$ cat src/rtl/sun2_dcp_pkg.sv
// rtl/sun2_dcp_pkg.sv - shared types and constants for the DCP port arbiter
package sun2_dcp_pkg;

    typedef enum logic [2:0] {
        ST_IDLE,
        ST_GRANT,
        ST_ADDR,
        ST_WAIT,
        ST_DATA,
        ST_ACK,
        ST_RECOVER
    } dcp_arb_state_t;

    localparam int REQ_CPU = 0;
    localparam int REQ_DMA = 1;
    localparam int CNT_W   = 4;
    localparam int TO_W    = 7;

endpackage

$ cat src/rtl/dcp_strobe_timer.sv
// rtl/dcp_strobe_timer.sv - loadable down-counter; done while the count sits at zero
module dcp_strobe_timer #(
    parameter int W = 4
) (
    input  logic         clk,
    input  logic         reset_n,
    input  logic         load,
    input  logic [W-1:0] value,
    input  logic         enable,
    output logic         done
);

    logic [W-1:0] cnt;

    // Saturates at zero so done stays high until the next load.
    always_ff @(posedge clk) begin
        if (!reset_n) begin
            cnt <= '0;
        end else if (load) begin
            cnt <= value;
        end else if (enable && (cnt != '0)) begin
            cnt <= cnt - W'(1);
        end
    end

    assign done = (cnt == '0);

endmodule

$ cat src/rtl/dcp_arbiter.sv
// rtl/dcp_arbiter.sv - two-requester DCP port arbiter and strobe sequencer; optional DCP_ARB_TIMEOUT_EN
module dcp_arbiter
    import sun2_dcp_pkg::*;
#(
    parameter int WAIT_CYC    = 2,
    parameter int STROBE_CYC  = 2,
    parameter int TIMEOUT_CYC = 64
) (
    input  logic       clk,
    input  logic       reset_n,
    input  logic       sanity_n,
    input  logic [1:0] req,
    input  logic [1:0] req_rd,
    input  logic [1:0] req_wr,
    input  logic [1:0] req_la1,
    input  logic       dcp_ready,
    output logic [1:0] gnt,
    output logic [1:0] ack,
    output logic       dcp_mas,
    output logic       dcp_mds,
    output logic       dcp_rd,
    output logic       busy,
    output logic       err
);

    // Timers count down to zero, so load one less than the wanted cycle count.
    localparam logic [CNT_W-1:0] WAIT_LD   = CNT_W'((WAIT_CYC > 0) ? WAIT_CYC - 1 : 0);
    localparam logic [CNT_W-1:0] STROBE_LD = CNT_W'((STROBE_CYC > 1) ? STROBE_CYC - 1 : 0);

    dcp_arb_state_t   state, state_nx;
    logic             ptr;
    logic             win;
    logic             rd_l;
    logic             la1_l;
    logic             to_flag;
    logic             to_hit;
    logic [1:0]       req_ok;
    logic             pick;
    logic [1:0]       win_oh;
    logic             tmr_load;
    logic [CNT_W-1:0] tmr_value;
    logic             tmr_en;
    logic             tmr_done;
    logic             to_done;

    assign req_ok         = req & (req_rd | req_wr);
    assign win_oh[REQ_CPU] = ~win;
    assign win_oh[REQ_DMA] = win;
    assign tmr_en         = (state == ST_WAIT) || (state == ST_DATA);

    always_comb begin
        if (req_ok == 2'b11) begin
            pick = ptr;
        end else if (req_ok[REQ_CPU]) begin
            pick = 1'b0;
        end else begin
            pick = 1'b1;
        end
    end

    dcp_strobe_timer #(.W(CNT_W)) u_strobe_timer (
        .clk     (clk),
        .reset_n (reset_n),
        .load    (tmr_load),
        .value   (tmr_value),
        .enable  (tmr_en),
        .done    (tmr_done)
    );

`ifdef DCP_ARB_TIMEOUT_EN
    localparam logic [TO_W-1:0] TO_LD = TO_W'((TIMEOUT_CYC > 1) ? TIMEOUT_CYC - 1 : 0);

    // Held loaded outside DATA so it starts counting on the first mds cycle.
    dcp_strobe_timer #(.W(TO_W)) u_timeout_timer (
        .clk     (clk),
        .reset_n (reset_n),
        .load    (state != ST_DATA),
        .value   (TO_LD),
        .enable  (state == ST_DATA),
        .done    (to_done)
    );
`else
    logic unused_timeout;
    assign to_done        = 1'b0;
    assign unused_timeout = (TIMEOUT_CYC == 0);
`endif

    always_ff @(posedge clk) begin
        if (!reset_n) begin
            state   <= ST_IDLE;
            ptr     <= 1'b0;
            win     <= 1'b0;
            rd_l    <= 1'b0;
            la1_l   <= 1'b0;
            to_flag <= 1'b0;
        end else if (!sanity_n) begin
            state   <= ST_IDLE;
            to_flag <= 1'b0;
        end else begin
            state   <= state_nx;
            to_flag <= to_hit;
            if ((state == ST_IDLE) && (state_nx == ST_GRANT)) begin
                win   <= pick;
                ptr   <= ~pick;
                rd_l  <= req_rd[pick];
                la1_l <= req_la1[pick];
            end
        end
    end

    always_comb begin
        state_nx  = state;
        gnt       = 2'b00;
        ack       = 2'b00;
        dcp_mas   = 1'b0;
        dcp_mds   = 1'b0;
        dcp_rd    = 1'b0;
        busy      = (state != ST_IDLE);
        err       = 1'b0;
        tmr_load  = 1'b0;
        tmr_value = STROBE_LD;
        to_hit    = 1'b0;
        case (state)
            ST_IDLE: begin
                if (|req_ok) state_nx = ST_GRANT;
            end
            ST_GRANT: begin
                gnt    = win_oh;
                dcp_rd = rd_l;
                if (la1_l) begin
                    state_nx = ST_ADDR;
                end else if (WAIT_CYC == 0) begin
                    state_nx = ST_DATA;
                    tmr_load = 1'b1;
                end else begin
                    state_nx  = ST_WAIT;
                    tmr_load  = 1'b1;
                    tmr_value = WAIT_LD;
                end
            end
            ST_ADDR: begin
                gnt      = win_oh;
                dcp_rd   = rd_l;
                dcp_mas  = 1'b1;
                state_nx = ST_ACK;
            end
            ST_WAIT: begin
                gnt    = win_oh;
                dcp_rd = rd_l;
                if (tmr_done) begin
                    state_nx = ST_DATA;
                    tmr_load = 1'b1;
                end
            end
            ST_DATA: begin
                gnt     = win_oh;
                dcp_rd  = rd_l;
                dcp_mds = 1'b1;
                if (tmr_done && dcp_ready) begin
                    state_nx = ST_ACK;
                end else if (to_done) begin
                    state_nx = ST_ACK;
                    to_hit   = 1'b1;
                end
            end
            ST_ACK: begin
                gnt      = win_oh;
                dcp_rd   = rd_l;
                ack      = win_oh;
                err      = to_flag;
                state_nx = ST_RECOVER;
            end
            ST_RECOVER: begin
                state_nx = ST_IDLE;
            end
            default: begin
                state_nx = ST_IDLE;
            end
        endcase
    end

endmodule

$ cat config.mk
export PLATFORM = sky130hd
export DESIGN_NAME = dcp_arbiter
export DESIGN_NICKNAME = d
export VERILOG_FILES = /design/src/rtl/sun2_dcp_pkg.sv /design/src/rtl/dcp_strobe_timer.sv /design/src/rtl/dcp_arbiter.sv
export SDC_FILE = /design/constraint.sdc
export NUM_CORES = 1
export LEC_CHECK = 0
export BUFFER_PORTS_ARGS = -buffer_cell sky130_fd_sc_hd__buf_2
export CAP_MARGIN = 10
export CORE_UTILIZATION = 50
export CTS_CLUSTER_SIZE = 20
export DETAILED_ROUTE_END_ITERATION = 12
export GPL_TIMING_DRIVEN = 1
export PLACE_DENSITY = 0.78
export SLEW_MARGIN = 20
export SYNTH_ARGS = -nofsm -noshare
export SYNTH_HDL_FRONTEND = slang
export SYNTH_SLANG_ARGS = --single-unit
$ cat constraint.sdc
create_clock -name clk -period 2.5 [get_ports clk]
set_clock_uncertainty 0.2 [all_clocks]
set_input_delay 0.25 -clock clk [delete_from_list [all_inputs] [get_ports clk]]
set_output_delay 0.25 -clock clk [all_outputs]
set_load 0.05 [all_outputs]
# After elaboration in Yosys (flattened, before gate mapping)
# Cells that the tools add are included.
# Widths: inputs -> output; s select.
# word_totals
regBits	11
latchBits	0
ram_bits	0
romBits	0
input_bits	12
out_inout_bits	9
memories	0
# classes
n_addsub	1
multipliers	0
div_mod_pow	0
order_cmp	1
n_eq_ne	7
shift	0
n_mux	21
bitwise	5
n_reduce_logical	14
# ops
operator	count
$pmux 3 s6	1
$mux 1	14
$mux 3	3
$eq 3x1->1 const B	2
$eq 3x2->1 const B	2
$eq 3x3->1 const B	2
$reduce_or 5->1	1
$logic_not 4->1	1
$mux 2	2
$reduce_and 2->1	2
$reduce_bool 4->1	1
$reduce_or 2->1	2
$sub 4x1->4 const B	1
$logic_and 1x1->1	3
$logic_not 3->1	1
$not 1->1	3
$reduce_bool 3->1	1
$and 2x2->2	1
$eq 2x2->1 const B	1
$lt 1x2->1 const B	1
$or 2x2->2	1
$pmux 1 s2	1
$reduce_bool 2->1	1
$logic_or 1x1->1	1

# Depth between registers and ports, before layout
# logic_depth
ltp_word	8
depth_mapped	6
ltp_nobuf	6

# By module
# From an unflattened synthesis, not the netlist that was laid out.
# unflattened
cells_unflattened	91
area_unflattened_um2	732.0
# by_module_without_submodules
module	n_inst	cells_per_inst	area_per_inst_um2	seq_area_each_um2
dcp_arbiter	1	60	475.5	140.1
dcp_strobe_timer	1	31	256.5	80.1

# Worst setup path before layout
# No wires, ideal clock.
# synth_timing
path_type	register to output
start	register state[0]
end	output ack[0]
arrival_ns	1.766
required_ns	2.050
path_slack_ns	0.284
path_stages_with_launch	4
n_path_buf	1
path_cell_list	dfxtp_1 > buf_2 > nand2_1 > nor3b_1
# synth_via
elab_chain_len	2
# synth_lines
element	line	rtl
from (decl)	dcp_arbiter.sv:30	dcp_arb_state_t state, state_nx;
from (signal assigned)	dcp_arbiter.sv:100	state <= state_nx;
$eq 3x3->1	dcp_arbiter.sv:123	case (state)
$mux 2	dcp_arbiter.sv:123	
to (decl)	dcp_arbiter.sv:18	output logic [1:0] ack,
# No other way between the ends.

# Worst setup path in the final report
# layout_timing
start	register state[1]
end	output gnt[0]
# layout_via
elab_chain_len	3
elab_cells_between_ends	7
# layout_lines
element	line	rtl
$eq 3x2->1 (tied with other cells)	dcp_arbiter.sv:123	
$reduce_or 5->1 (no source line) *	--	
$mux 2 *	dcp_arbiter.sv:123	
to (decl)	dcp_arbiter.sv:17	output logic [1:0] gnt,
# Every way passes the cells marked *; elsewhere a longest branch is shown, timed or not.

==> results.toml <==
[run_status]
outcome = "complete, no violations"

[layout]
final_net_count = 127
area_growth_pct = 16.50
fillers = 113
stdcell_area_um2 = 874.6
utilization_pct = 64.78
diodes = 0
drive_gt1_share_pct = 22.52

[synthesis]
syn_area_um2 = 750.7
synth_edf_count = 0
yosysTopAreaCell = "dfxtp_1"
async_reset_ff_share_pct = 0
avgSynthCellArea_um2 = 8.250
syn_nets = 106
ys_seq_area_share_pct = 29.33
yosysWarningCount = 0
synth_area_leaders = "dfxtp_1, mux2i_1, ha_1"
synthCells = 91
ys.flop_type = "dfxtp_1"
netlist-cell-type-count = 35
synth-seq-cells = 11
netlist.area_leader.share_pct = 29.33

[floorplanning]
num_rows = 13
die-area_mm2 = 0.001661
fp.coreArea_mm2 = 0.001350
die_w_um = 40.75
die_y_um = 40.75
initial_core_util_pct = 55.61
ios = 21

[timing]
finalCritPeriodShare_pct = 88.91
period_needed_ps = 2223
setup_tns_ps = 0
hold_viol = 0
rsz0062_at_grt = "no"
fin_ws_ps = 277.3
finalMaxSlewViolations = 0
finalSetupViolCount = 0
fin_hold_ws_ps = 82.20
max_freq_ghz = 0.4499

[clocking]
cts_sinks = 11
clkTransAtPathRegs_ps = 80
cts_tree = "built"
cts_made_buffers = 3
cts_setup_buffers = 0
cts_buffer_depth = 2
cts_max_level = 1
cts_hold_buf = 0
post_cts_resized = 0
clkLatencyLatePin_ps = 280
cts_root_buffer = "clkbuf_4"

[critical_path]
cp_max_fo = 9
crit_required_ps = 2050
cp_slowest_stage_delay_ps = 520
crit-reg2reg-launch = "u_strobe_timer.cnt[0]"
worstRegToRegCells = 6
reg2reg_slack_ps = 520
critical_path_class = "flip-flop to output port"
crit_path_end = "gnt[0]"
cp_slowest_cell = "dfxtp_1"
critPathCaptureType = "output port"
path_cells = "inv_1 > ha_1 > o21ai_0 > nor2b_1 > buf_2"
path_depth = 5
cp-start-kind = "flip-flop"
reg2reg_to = "la1_l"
cp-startpoint = "state[1]"
path_buf_inv = 2
cp.arrival_ps = 1770
crit_family = "flip-flops"

[global_route]
grt_pass1_wl_mm = 2.325
grt_antenna_before_repair = 0
overflow = 0
grt_start_max_net_pins = 13
grt_pass1_vias = 562
grt_usage_pct = 21.67

[placement]
dpl_cell_area_um2 = 848.3
hpwlAfterDp_mm = 1.134
gp_congestion = 0.7811
dp_slack_ps = 511.0
port_buffers = 19

[hold_path]
hp-start = "sanity_n"
hold_path.class = "primary input to flip-flop"

[detailed_routing]
drt_iter0_markers = 15
wl_mm = 1.482
drtPass1Iterations = 4
avgViaCountPerCell = 5.595
antenna_left = 0
wl_per_cell_um = 11.76
drc = 0
vias = 705

[power]
p_leak_nw = 0.4282
powerDensity_mw_per_mm2 = 475.7
ir_drop_v = 0.0002129

[run]
drv_cap = 0
tightest hold or removal path: cells and delay by family:
family	cells	cell delay [ps]
AND/OR/NAND/NOR	2	160
buffers and inverters	1	110
flip-flops by register name, summed over array words and instances (netlist names):
| name | cells |
|---|---|
| la1_l | 1 |
| u_strobe_timer.cnt | 4 |
| state | 3 |
| ptr | 1 |
| rd_l | 1 |
| win | 1 |
stage by stage:
step                std cells   power, W
detailed placement        122  0.0002926
global placement          122  0.0002906
CTS                       126  0.0004197
global route              126  0.0004384
finish                    126  0.0004160
floorplan                  91  0.0002691
worst min path at each step:
stage	endpoint	slack, ps	cells past startpoint
after global routing	state[0]	100	3
final	state[2]	80	3
after floorplan	rd_l	230	2
after global placement	rd_l	250	2
after detailed placement	rd_l	250	2
after CTS	state[2]	80	3
cells by family after synthesis:
logic type / share of synthesized area (%)
muxes: 5.334
AOI/OAI and AO/OA: 23.17
buffers and inverters: 5.166
and+or+nand+nor: 29.17
other: 0.4995
xor gates and xnor gates: 2.334
adders and majority gates: 5.001
DFF: 29.33
where the power goes:
part | internal [W] | total, W | switching, W
combinational | 0.0000366 | 0.0000941 | 0.0000576
sequential | 0.000184 | 0.000194 | 0.0000103
clock | 0.0000620 | 0.000128 | 0.0000661
metal layers:
metal	vias up	GRT usage, %	share of wire [%]
met1	319	23.86	47
met4	0	12.50	2.6
li1	362	-	-
met3	5	6.522	3.8
met5	-	0	0
met2	19	36.51	46
cell usage after synthesis (2+ instances only):
library cell / number
a211oi_1: 2
a21oi_1: 4
and2_1: 2
and3_1: 3
dfxtp_1: 11
ha_1: 3
inv_1: 6
mux2i_1: 4
nand2_1: 8
nor2_1: 9
nor2b_1: 2
nor3_1: 2
nor3b_1: 3
o211ai_1: 3
o21a_1: 2
o21ai_0: 6
o21ai_1: 2
xor2_1: 2
layout by cell type, fill, tap and decap left out, types with 2 or more instances in the layout:
master    instances
o21a_1            2
nor2_1            9
nand2_1           8
nor3b_1           3
o211ai_1          3
o21ai_1           2
buf_2            19
o21ai_0           6
and3_1            3
and2_1            2
mux2i_1           4
clkbuf_4          3
a21oi_1           4
nor3_1            2
nor2b_1           2
xor2_1            2
a211oi_1          2
inv_1             6
ha_1              3
dfxtp_1          11
cell type report:
type                            count  area, µm²  area share, %
Tap cell                           15      18.77          2.146
Multi-Input combinational cell     71      491.7          56.22
Inverter                            6      22.52          2.575
Sequential cell                    11      220.2          25.18
Clock buffer                        4      26.28          3.004
Timing Repair Buffer               19      95.09          10.87
No activity file was read; power rests on OpenSTA's default activity.
